## src/rtl/wrr_lock_arbiter_if.sv

```systemverilog
// Request/grant bundle between requesters and the weighted
// round-robin lock arbiter.
interface wrr_lock_arbiter_if #(
  parameter int NUM_REQ  = 16,
  parameter int WEIGHT_W = 2
);
  localparam int IDX_W = $clog2(NUM_REQ);

  logic [NUM_REQ-1:0]          req;
  logic [NUM_REQ*WEIGHT_W-1:0] weight;
  logic                        done;
  logic [NUM_REQ-1:0]          grant;
  logic [IDX_W-1:0]            grant_id;
  logic                        grant_valid;

  modport master (
    output req, weight, done,
    input  grant, grant_id, grant_valid
  );

  modport slave (
    input  req, weight, done,
    output grant, grant_id, grant_valid
  );
endinterface

```

## src/rtl/wrr_lock_arbiter.sv

```systemverilog
// Weighted round-robin arbiter with locked grants held until done;
// each owner keeps the resource for up to weight+1 transactions.
module wrr_lock_arbiter #(
  parameter int NUM_REQ  = 16,
  parameter int WEIGHT_W = 2
) (
  input  logic                clk,
  input  logic                rst_n,
  wrr_lock_arbiter_if.slave   bus
);
  localparam int IDX_W = $clog2(NUM_REQ);

  typedef enum logic {IDLE, BUSY} state_t;

  state_t              state_q, state_d;
  logic [IDX_W-1:0]    owner_q, owner_d;
  logic [IDX_W-1:0]    ptr_q, ptr_d;
  logic [WEIGHT_W-1:0] credit_q, credit_d;

  logic [IDX_W-1:0]    base;
  logic [IDX_W-1:0]    sel_idx;
  logic [IDX_W-1:0]    cand;
  logic                sel_found;
  logic [WEIGHT_W-1:0] sel_weight;
  int                  t;

  always_ff @(posedge clk or negedge rst_n) begin
    if (!rst_n) begin
      state_q  <= IDLE;
      owner_q  <= '0;
      ptr_q    <= IDX_W'(NUM_REQ - 1);
      credit_q <= '0;
    end else begin
      state_q  <= state_d;
      owner_q  <= owner_d;
      ptr_q    <= ptr_d;
      credit_q <= credit_d;
    end
  end

  // Scan starts after the current owner when busy so it is eligible last
  always_comb begin
    base      = (state_q == BUSY) ? owner_q : ptr_q;
    sel_found = 1'b0;
    sel_idx   = '0;
    cand      = '0;
    t         = 0;
    for (int k = 1; k <= NUM_REQ; k++) begin
      t    = (int'(base) + k) % NUM_REQ;
      cand = IDX_W'(t);
      if (!sel_found && bus.req[cand]) begin
        sel_found = 1'b1;
        sel_idx   = cand;
      end
    end
    sel_weight = bus.weight[sel_idx*WEIGHT_W +: WEIGHT_W];
  end

  always_comb begin
    state_d  = state_q;
    owner_d  = owner_q;
    ptr_d    = ptr_q;
    credit_d = credit_q;
    unique case (state_q)
      IDLE: begin
        if (|bus.req) begin
          state_d  = BUSY;
          owner_d  = sel_idx;
          credit_d = sel_weight;
        end
      end
      BUSY: begin
        if (bus.done) begin
          if (bus.req[owner_q] && credit_q != '0) begin
            credit_d = credit_q - WEIGHT_W'(1);
          end else begin
            ptr_d = owner_q;
            if (sel_found) begin
              owner_d  = sel_idx;
              credit_d = sel_weight;
            end else begin
              state_d  = IDLE;
              credit_d = '0;
            end
          end
        end
      end
      default: state_d = IDLE;
    endcase
  end

  always_comb begin
    bus.grant       = '0;
    bus.grant_valid = (state_q == BUSY);
    bus.grant_id    = owner_q;
    if (state_q == BUSY) bus.grant[owner_q] = 1'b1;
  end
endmodule
```

## src/flat_wrapper.sv

```systemverilog
// flat-port wrapper written by rule: the top's interface ports become plain ports
module wrr_lock_arbiter_flat 
#(
  parameter int NUM_REQ  = 16,
  parameter int WEIGHT_W = 2
)
  (clk, rst_n, bus_req, bus_weight, bus_done, bus_grant, bus_grant_id, bus_grant_valid);
  wrr_lock_arbiter_if #(.NUM_REQ(NUM_REQ), .WEIGHT_W(WEIGHT_W)) bus_i ();
  input  logic clk;
  input  logic rst_n;
  input wire logic [$bits(bus_i.req)-1:0] bus_req;
  input wire logic [$bits(bus_i.weight)-1:0] bus_weight;
  input wire logic [$bits(bus_i.done)-1:0] bus_done;
  output wire logic [$bits(bus_i.grant)-1:0] bus_grant;
  output wire logic [$bits(bus_i.grant_id)-1:0] bus_grant_id;
  output wire logic [$bits(bus_i.grant_valid)-1:0] bus_grant_valid;
  assign bus_i.req = bus_req;
  assign bus_i.weight = bus_weight;
  assign bus_i.done = bus_done;
  assign bus_grant = bus_i.grant;
  assign bus_grant_id = bus_i.grant_id;
  assign bus_grant_valid = bus_i.grant_valid;
  wrr_lock_arbiter #(.NUM_REQ(NUM_REQ), .WEIGHT_W(WEIGHT_W)) u_core (.clk(clk), .rst_n(rst_n), .bus(bus_i));
endmodule
```

## config.mk

```make
export PLATFORM = sky130hd
export DESIGN_NAME = wrr_lock_arbiter_flat
export DESIGN_NICKNAME = d
export VERILOG_FILES = /design/src/rtl/wrr_lock_arbiter_if.sv /design/src/rtl/wrr_lock_arbiter.sv /design/src/flat_wrapper.sv
export SDC_FILE = /design/constraint.sdc
export NUM_CORES = 1
export LEC_CHECK = 0
export ABC_AREA = 1
export BUFFER_PORTS_ARGS = -buffer_cell sky130_fd_sc_hd__buf_4
export CAP_MARGIN = 20
export CORE_ASPECT_RATIO = 0.5
export CORE_UTILIZATION = 55
export DETAILED_ROUTE_END_ITERATION = 10
export PLACE_DENSITY = 0.8
export SLEW_MARGIN = 5
export SYNTH_ARGS = -nofsm -noshare
export SYNTH_HDL_FRONTEND = slang
export SYNTH_SLANG_ARGS = --single-unit
```

## constraint.sdc

```tcl
create_clock -name clk -period 6.7 [get_ports clk]
set_input_delay 1.675 -clock clk [delete_from_list [all_inputs] [get_ports clk]]
set_output_delay 1.675 -clock clk [all_outputs]
set_load 0.005 [all_outputs]
```

==> impl_metrics.env, run 1 <==
export IMPL_grt_max_degree=25
export IMPL_cts_hold_fix_buffers=0
export IMPL_endpoint_kind="flip-flop"
export IMPL_synth_most_common_cell="nand2_1"
export IMPL_grt_total_usage_pct=34.0
export IMPL_overflow=0
export IMPL_maxCapViolations=0
export IMPL_cts_resized_gates=0
export IMPL_clk_path_buf_depth=2
export IMPL_vias_per_cell=5.78
export IMPL_finalClockSkew_ns=0.00555
export IMPL_worstSkewPairLatency_ns=0.24
export IMPL_antenna_found_initial=0
export IMPL_path_buf_inv=3
export IMPL_fmax_mhz=187
export IMPL_grt_pass1_wl_um=18100
export IMPL_grt_pass1_vias=3757
export IMPL_synth_top_area_cell="nand3_1"
export IMPL_wire_per_inst_um=14.3
export IMPL_dp_hpwl_um=9070
export IMPL_clk_pin_slew_ns=0.04
export IMPL_area_growth_pct=16.6
export IMPL_crit_type="reg -> reg"
export IMPL_fillCellCount=611
export IMPL_routabilityCongestion=0.983
export IMPL_status="complete, no violations"
export IMPL_drt_iter0_markers=486
export IMPL_synth_edf_count=0
export IMPL_tns_ns=0
export IMPL_ant_nets=0
export IMPL_post_cts_buffers=0
export IMPL_die_x_um=115
export IMPL_synth_area_um2=3510
export IMPL_n_antenna_cell=0
export IMPL_synth_cells=646
export IMPL_path_cells="inv_6 > nand2_1 > nand2_2 > ha_1 > inv_1 > nand3_1 > nand3_1 > nand2_1 > o21ai_1 > inv_1 > nor2_1 > nand4_1 > nor2_1 > nand4_1 > nand3_2 > nand2_4 > nand2_1 > nand2_1 > nand2_1 > nand3_1 > nand3_1 > nand3_1 > a21oi_1"
export IMPL_synth_warning_count=0
export IMPL_cts_inserted_buffers=3
export IMPL_path_max_fanout=20
export IMPL_portBuffers=71
export IMPL_drt_total_wl_um=11300
export IMPL_firstDrtPassIters=5
export IMPL_hold_path_class="reg -> reg"
export IMPL_synth_cell_types=42
export IMPL_max_slew_margin_rel_pct=52.4
export IMPL_multi_input_area_um2=2790
export IMPL_ys_seq_area_share_pct=7.99
export IMPL_synth_top_cell_area_share_pct=24.5
export IMPL_cp_data_arrival_time_ns=5.51
export IMPL_ys_ff_latch=11
export IMPL_synth_area_leaders="nand3_1, nand2_1, inv_1, nor2_1, dfrtp_1"
export IMPL_cp_slowest_cell="dfrtp_1"
export IMPL_async_flop_share_pct=100
export IMPL_vias=4580
export IMPL_die_area_um2=6720
export IMPL_clock_sinks=11
export IMPL_seq_area_um2=280
export IMPL_yosys_top_cells_count="nand2_1, nand3_1, inv_1"
export IMPL_drv_slew=0
export IMPL_ios=72
export IMPL_dieHeight_um=58.5
export IMPL_h_tree_depth=1
export IMPL_synth_fp_nets=706
export IMPL_avgSynthCellArea_um2=5.43
export IMPL_fin_nets=765
export IMPL_cts_tree="done"
export IMPL_num_rows=20
export IMPL_drive_above_1_share_pct=18.6
export IMPL_hold_viol=0
export IMPL_critPathLaunchType="flip-flop"
export IMPL_critPathMaxStageDelay_ns=0.80
export IMPL_setup_viol=0
export IMPL_worst_slew_pin_transition_ns=0.713
export IMPL_start_util_pct=57.4
export IMPL_root_buffer="clkbuf_16"
export IMPL_drc=0
export IMPL_coreArea_um2=6110
export IMPL_synthFlopType="dfrtp_1"
export IMPL_rsz0062_at_grt="false"
export IMPL_period_share_pct=79.7
export IMPL_critical_path_top_delay_family="simple AND/OR/NAND/NOR gates"
export IMPL_worstPathRequired_ns=6.87
export IMPL_period_minus_slack_ns=5.34
==> metal layers <==
metal,vias to the layer above,track usage [%],share of wire (%)
met2,248,50.3,39
met4,0,8.35,2.3
met5,-,0,0
met3,27,3.09,10
li1,2264,-,-
met1,2041,52.6,48
==> state kept, by name, indices dropped and copies added (netlist names) <==
signal / cells
u_core.bus.grant_valid: 1
u_core.credit_q: 2
u_core.bus.grant_id: 4
u_core.ptr_q: 4
==> final timing paths <==
kind | from | end | slack (ns) | cells after the start
setup / recovery | u_core.bus.grant_valid$_DFF_PN0_ | u_core.credit_q[1]$_DFFE_PN0P_ | 1.36 | 23
max in group asynchronous | rst_n | u_core.ptr_q[3]$_DFFE_PN1P_ | 5.22 | 1
hold / removal | u_core.ptr_q[3]$_DFFE_PN1P_ | u_core.ptr_q[3]$_DFFE_PN1P_ | 0.51 | 2
min in group asynchronous | rst_n | u_core.bus.grant_id[2]$_DFFE_PN0P_ | 1.25 | 1
hold reg to reg | u_core.ptr_q[3]$_DFFE_PN1P_ | u_core.ptr_q[3]$_DFFE_PN1P_ | 0.51 | 2
setup reg to reg | u_core.bus.grant_valid$_DFF_PN0_ | u_core.credit_q[1]$_DFFE_PN0P_ | 1.36 | 23
==> placed cells by master (no fill, tap or decap), types with 3 or more instances in the layout <==
cell       synthesis  layout
o22ai_1            3       3
nand3_2            9       9
nand2_2           12      12
nand3_1          172     172
inv_1             63      63
o21ai_1            3       3
o21ai_0           20      20
a21oi_1            7       7
nand2_1          200     200
a31oi_1            6       6
inv_2              8       8
clkbuf_16          0       3
o21ai_2            3       3
dfstp_2            4       4
ha_1               9       9
dfrtp_1            7       7
nand3b_1           5       5
nand2_4            7       7
buf_4              1      71
nand4_1           14      14
nor2_1            51      51
==> through the flow <==
stage / setup WS, ns / cells / instance area, um^2 / utilization, % / hold WS (ns)
2_1_floorplan: 2.64 / 646 / 3510 / - / 0.476
3_5_place_dp: 1.50 / 788 / 4010 / 65.7 / 0.508
5_1_grt: 0.851 / 792 / 4090 / 66.9 / 0.526
3_3_place_gp: 1.54 / 788 / 4010 / 65.7 / 0.502
4_1_cts: 1.48 / 792 / 4090 / 66.9 / 0.515
6_report: 1.36 / 792 / 4090 / 66.9 / 0.514
==> area by class of cell <==
type	count	area share, %
multi-input combinational	543	68.4
tap	88	2.69
timing repair buffer	71	13.0
inverter	75	7.13
clock buffer	4	1.93
sequential	11	6.86
==> cells by family after synthesis <==
kind of cell    Yosys count  share of synthesized area, %
xor+xnor                  4                          1.21
simple gates            481                          66.8
compound gates           49                          8.46
fa+ha+maj                 9                          3.21
buf+inv                  92                          12.3
flops                    11                          7.99
==> worst reg2reg max path: stages (launching register included) <==
cell and delay [ns]:
dfrtp_1 0.80, inv_6 0.12, nand2_1 0.16, nand2_2 0.18, ha_1 0.64, inv_1 0.52
nand3_1 0.20, nand3_1 0.16, nand2_1 0.08, o21ai_1 0.42, inv_1 0.18, nor2_1 0.23
nand4_1 0.16, nor2_1 0.22, nand4_1 0.15, nand3_2 0.30, nand2_4 0.20, nand2_1 0.10
nand2_1 0.06, nand2_1 0.06, nand3_1 0.07, nand3_1 0.09, nand3_1 0.07, a21oi_1 0.12
Power of run 1 is not shown: default switching activity piles up to over one toggle a cycle in this logic, so the estimate is an artifact.
==> inputs of run 2 (changes only) <==
==> constraint.sdc (replaced) <==
create_clock -name clk -period 5.5 [get_ports clk]
set_input_delay 1.375 -clock clk [delete_from_list [all_inputs] [get_ports clk]]
set_output_delay 1.375 -clock clk [all_outputs]
set_load 0.005 [all_outputs]
==> run 2 against run 1 <==
Compared with the run above: cell count increased by 0.25%; sequential share of layout area is essentially flat; via count rose by 0.63%; critical path depth decreased by 1; non-clock buffer count is 2 higher; count of clock-buffer cells in the layout stayed put; global-route usage is 0.25 points higher; critical path type unchanged; largest cell class unchanged.
==> impl_metrics.env, run 2 (synthesized netlist as in run 1, its figures left out) <==
export IMPL_status="complete, no violations"
export IMPL_drt_total_wl_um=11300
export IMPL_cts_tree="done"
export IMPL_drt_iter0_markers=572
export IMPL_grt_pass1_vias=3770
export IMPL_max_slew_margin_rel_pct=56.3
export IMPL_area_growth_pct=17.0
export IMPL_finalClockSkew_ns=0.00307
export IMPL_r2r_cells=22
export IMPL_cts_resized_gates=0
export IMPL_grt_max_degree=25
export IMPL_drc=0
export IMPL_regToRegSetupSlack_ns=0.48
export IMPL_die_area_um2=6720
export IMPL_clk_pin_slew_ns=0.04
export IMPL_maxCapViolations=0
export IMPL_overflow=0
export IMPL_setup_viol=0
export IMPL_vias_per_cell=5.80
export IMPL_seq_area_um2=280
export IMPL_cts_hold_fix_buffers=0
export IMPL_fillCellCount=604
export IMPL_critPathLaunchType="flip-flop"
export IMPL_cp_data_arrival_time_ns=5.19
export IMPL_clock_sinks=11
export IMPL_worstSkewPairLatency_ns=0.24
export IMPL_path_max_fanout=20
export IMPL_hold_path_depth=2
export IMPL_worst_slew_pin_transition_ns=0.652
export IMPL_tns_ns=0
export IMPL_grt_total_usage_pct=34.3
export IMPL_period_share_pct=91.3
export IMPL_fmax_mhz=199
export IMPL_start_util_pct=57.4
export IMPL_grt_pass1_wl_um=18200
export IMPL_coreArea_um2=6110
export IMPL_routabilityCongestion=0.951
export IMPL_antenna_found_initial=0
export IMPL_endpoint_kind="flip-flop"
export IMPL_drive_above_1_share_pct=18.8
export IMPL_reg2reg_to="u_core.credit_q[1]$_DFFE_PN0P_"
export IMPL_die_x_um=115
export IMPL_cts_inserted_buffers=3
export IMPL_ios=72
export IMPL_holdPathEnd="u_core.ptr_q[3]$_DFFE_PN1P_"
export IMPL_fin_nets=767
export IMPL_period_minus_slack_ns=5.02
export IMPL_hold_path_class="reg -> reg"
export IMPL_clk_path_buf_depth=2
export IMPL_multi_input_area_um2=2790
export IMPL_rr_startpoint="u_core.bus.grant_valid$_DFF_PN0_"
export IMPL_wire_per_inst_um=14.2
export IMPL_firstDrtPassIters=6
export IMPL_root_buffer="clkbuf_16"
export IMPL_final_common_cell="nand2_1"
export IMPL_min_from="u_core.ptr_q[3]$_DFFE_PN1P_"
export IMPL_rsz0062_at_grt="false"
export IMPL_dp_hpwl_um=9100
export IMPL_ant_nets=0
export IMPL_n_antenna_cell=0
export IMPL_vias=4609
export IMPL_worstPathRequired_ns=5.67
export IMPL_num_rows=20
export IMPL_portBuffers=71
export IMPL_h_tree_depth=1
export IMPL_drv_slew=0
export IMPL_post_cts_buffers=0
export IMPL_dieHeight_um=58.5
export IMPL_hold_viol=0
export IMPL_mostFrequentLayoutCells="nand2_1, nand3_1, buf_4, inv_1, nor2_1"
export IMPL_crit_type="reg -> reg"
## run 2: worst max path at each step
stage | from | end | slack, ns
6_report | u_core.bus.grant_valid$_DFF_PN0_ | u_core.credit_q[1]$_DFFE_PN0P_ | 0.48
5_1_grt | u_core.bus.grant_valid$_DFF_PN0_ | u_core.credit_q[1]$_DFFE_PN0P_ | 0.02
4_1_cts | u_core.bus.grant_valid$_DFF_PN0_ | u_core.credit_q[1]$_DFFE_PN0P_ | 0.57
3_5_place_dp | u_core.bus.grant_valid$_DFF_PN0_ | u_core.credit_q[1]$_DFFE_PN0P_ | 0.60
3_3_place_gp | u_core.bus.grant_valid$_DFF_PN0_ | u_core.credit_q[1]$_DFFE_PN0P_ | 0.62
2_1_floorplan | u_core.bus.grant_valid$_DFF_PN0_ | u_core.credit_q[1]$_DFFE_PN0P_ | 1.62
## run 2: per-layer routing
metal  GRT usage (%)  routed length [um]
met5               0                   0
met4            9.46                 262
met3            5.05                1150
met2            48.2                4480
met1            53.2                5400
## run 2: through the flow
stage / cell area (um^2) / setup slack, ns / instances / util [%] / hold WS, ns
after global placement: 4020 / 0.616 / 790 / 65.9 / 0.509
after CTS: 4100 / 0.573 / 794 / 67.2 / 0.513
after floorplan: 3510 / 1.62 / 646 / - / 0.476
final: 4100 / 0.477 / 794 / 67.2 / 0.510
after global routing: 4100 / 0.0201 / 794 / 67.2 / 0.525
after detailed placement: 4020 / 0.604 / 790 / 65.9 / 0.507
## run 2: critical path: stages (launching register included)
cell	delay, ns
dfrtp_1	0.44
buf_4	0.23
o21ai_4	0.50
ha_1	0.49
inv_1	0.44
nand3_1	0.19
nand3_1	0.15
nand2_1	0.08
o21ai_1	0.40
inv_1	0.19
nor2_1	0.21
nand4_1	0.16
nor2_1	0.22
nand4_1	0.15
nand3_2	0.30
nand2_4	0.20
nand2_1	0.09
nand2_1	0.05
nand2_1	0.05
nand3_1	0.08
nand3_1	0.10
nand3_1	0.07
a21oi_1	0.11
## run 2: final cells by class
type                    count  area share, %
inverters                  75           7.11
flip-flops and latches     11           6.83
well taps                  88           2.68
clock buffers               4           1.92
repair buffers             73           13.4
multi-input cells         543           68.1
Power of run 2 is left out for the same reason.
==> inputs of run 3 (changes only) <==
--- a/config.mk
+++ b/config.mk
@@ -6,12 +6,12 @@
 export NUM_CORES = 1
 export LEC_CHECK = 0
 export ABC_AREA = 1
-export BUFFER_PORTS_ARGS = -buffer_cell sky130_fd_sc_hd__buf_4
 export CAP_MARGIN = 20
 export CORE_ASPECT_RATIO = 0.5
-export CORE_UTILIZATION = 55
+export CORE_UTILIZATION = 35
 export DETAILED_ROUTE_END_ITERATION = 10
-export PLACE_DENSITY = 0.8
+export DONT_BUFFER_PORTS = 1
+export PLACE_DENSITY = 0.54
 export SLEW_MARGIN = 5
 export SYNTH_ARGS = -nofsm -noshare
 export SYNTH_HDL_FRONTEND = slang
==> run 3 against run 2 <==
Compared with the run above: critical path depth up 1; cell count down 2.4%; register-to-register slack better by 0.14 ns; core utilization down 29 points; largest cell class unchanged; count of clock-buffer cells in the layout unchanged; worst setup slack better by 0.14 ns; first-iteration DRC count down 23%; sequential share of layout area up 0.81 points.
==> impl_metrics.env, run 3 (synthesized netlist as in run 1, its figures left out) <==
export IMPL_status="complete, no violations"
export IMPL_grt_pass1_wl_um=19300
export IMPL_h_tree_depth=1
export IMPL_hold_path_class="reg -> reg"
export IMPL_drc=0
export IMPL_period_share_pct=88.8
export IMPL_die_area_um2=10400
export IMPL_wl_met3_um=826
export IMPL_clk_path_buf_depth=2
export IMPL_mostFrequentLayoutCells="nand2_1, nand3_1, inv_1, nor2_1, o21ai_0"
export IMPL_fin_util_pct=38.3
export IMPL_cts_hold_fix_buffers=0
export IMPL_ant_nets=0
export IMPL_critPathMaxStageDelay_ns=0.70
export IMPL_wl_met2_um=5120
export IMPL_clk_pin_slew_ns=0.04
export IMPL_overflow=0
export IMPL_worstPathRequired_ns=5.66
export IMPL_setup_viol=0
export IMPL_start_util_pct=36.6
export IMPL_m1WireLength_um=5810
export IMPL_rsz0062_at_grt="false"
export IMPL_max_slew_margin_rel_pct=59.7
export IMPL_r2r_cells=23
export IMPL_period_minus_slack_ns=4.88
export IMPL_firstDrtPassIters=6
export IMPL_fin_nets=701
export IMPL_tns_ns=0
export IMPL_hold_viol=0
export IMPL_n_antenna_cell=0
export IMPL_clock_sinks=11
export IMPL_drt_total_wl_um=11800
export IMPL_crit_type="reg -> reg"
export IMPL_finalClockSkew_ns=0.00147
export IMPL_hold_path_depth=2
export IMPL_portBuffers=0
export IMPL_cts_inserted_buffers=3
export IMPL_root_buffer="clkbuf_16"
export IMPL_path_max_fanout=18
export IMPL_worst_slew_pin_transition_ns=0.599
export IMPL_wire_per_inst_um=15.2
export IMPL_drv_slew=0
export IMPL_routabilityCongestion=0.941
export IMPL_drive_above_1_share_pct=10.5
export IMPL_dieHeight_um=72.8
export IMPL_critPathLaunchType="flip-flop"
export IMPL_top_layer="met4"
export IMPL_coreArea_um2=9570
export IMPL_vias_per_cell=5.56
export IMPL_maxCapViolations=0
export IMPL_antenna_found_initial=0
export IMPL_area_growth_pct=4.53
export IMPL_grt_pass1_vias=3758
export IMPL_worstSkewPairLatency_ns=0.23
export IMPL_num_rows=25
export IMPL_timing_hold_ws_ns=0.511
export IMPL_dp_hpwl_um=9670
export IMPL_cts_resized_gates=0
export IMPL_die_x_um=144
export IMPL_ios=72
export IMPL_cts_tree="done"
export IMPL_final_common_cell="nand2_1"
export IMPL_fmax_mhz=205
export IMPL_cp_slowest_cell="dfrtp_1"
export IMPL_endpoint_kind="flip-flop"
export IMPL_vias=4307
export IMPL_path_cells="inv_6 > nand2_1 > nand2_2 > ha_1 > inv_1 > nand3_1 > nand3_1 > nand2_1 > o21ai_1 > inv_1 > nor2_1 > nand4_1 > nor2_1 > nand4_1 > nand3_2 > nand2_4 > nand2_1 > nand2_1 > nand2_1 > nand3_1 > nand3_1 > nand3_1 > a21oi_1"
export IMPL_drt_iter0_markers=439
export IMPL_post_cts_buffers=0
export IMPL_cp_data_arrival_time_ns=5.05
export IMPL_grt_max_degree=25
export IMPL_grt_total_usage_pct=23.3
==> run 3: layout make-up <==
| cell class | instances | area [um^2] |
|---|---|---|
| Tap cell | 135 | 169 |
| Multi-Input combinational cell | 543 | 2790 |
| Clock buffer | 4 | 78.8 |
| Sequential cell | 11 | 280 |
| Timing Repair Buffer | 7 | 52.6 |
| Inverter | 75 | 292 |
| Fill cell | 1093 | 5910 |
==> run 3: worst paths after layout <==
| kind | from | to | slack, ns |
|---|---|---|---|
| worst max register to register | u_core.bus.grant_valid$_DFF_PN0_ | u_core.credit_q[1]$_DFFE_PN0P_ | 0.62 |
| worst min register to register | u_core.ptr_q[2]$_DFFE_PN1P_ | u_core.ptr_q[2]$_DFFE_PN1P_ | 0.51 |
| worst max-delay path | u_core.bus.grant_valid$_DFF_PN0_ | u_core.credit_q[1]$_DFFE_PN0P_ | 0.62 |
| max in group asynchronous | rst_n | u_core.ptr_q[0]$_DFFE_PN1P_ | 4.50 |
| worst min-delay path | u_core.ptr_q[2]$_DFFE_PN1P_ | u_core.ptr_q[2]$_DFFE_PN1P_ | 0.51 |
| min in group asynchronous | rst_n | u_core.bus.grant_valid$_DFF_PN0_ | 0.83 |
==> run 3: layer usage <==
metal	up-vias	track usage, %
li1	2137	-
met2	181	37.1
met4	0	2.96
met5	-	0
met1	1983	34.1
met3	6	3.28
==> run 3: worst max-delay path, delay by kind of cell, from the launching register on <==
kind / cells / cell delay [ns]
AOI/OAI and AO/OA: 2 / 0.50
adders and majority gates: 1 / 0.48
buffers and inverters: 3 / 0.72
DFF: 1 / 0.70
and+or+nand+nor: 17 / 2.40
==> run 3: per-stage QoR <==
| step | std cells | setup WS, ns | cell area [um^2] |
|---|---|---|---|
| 2_1_floorplan | 646 | 1.62 | 3510 |
| 3_3_place_gp | 771 | 0.758 | 3590 |
| 3_5_place_dp | 771 | 0.681 | 3590 |
| 4_1_cts | 775 | 0.659 | 3670 |
| 5_1_grt | 775 | 0.0793 | 3670 |
| 6_report | 775 | 0.616 | 3670 |
Power of run 3 is left out for the same reason.
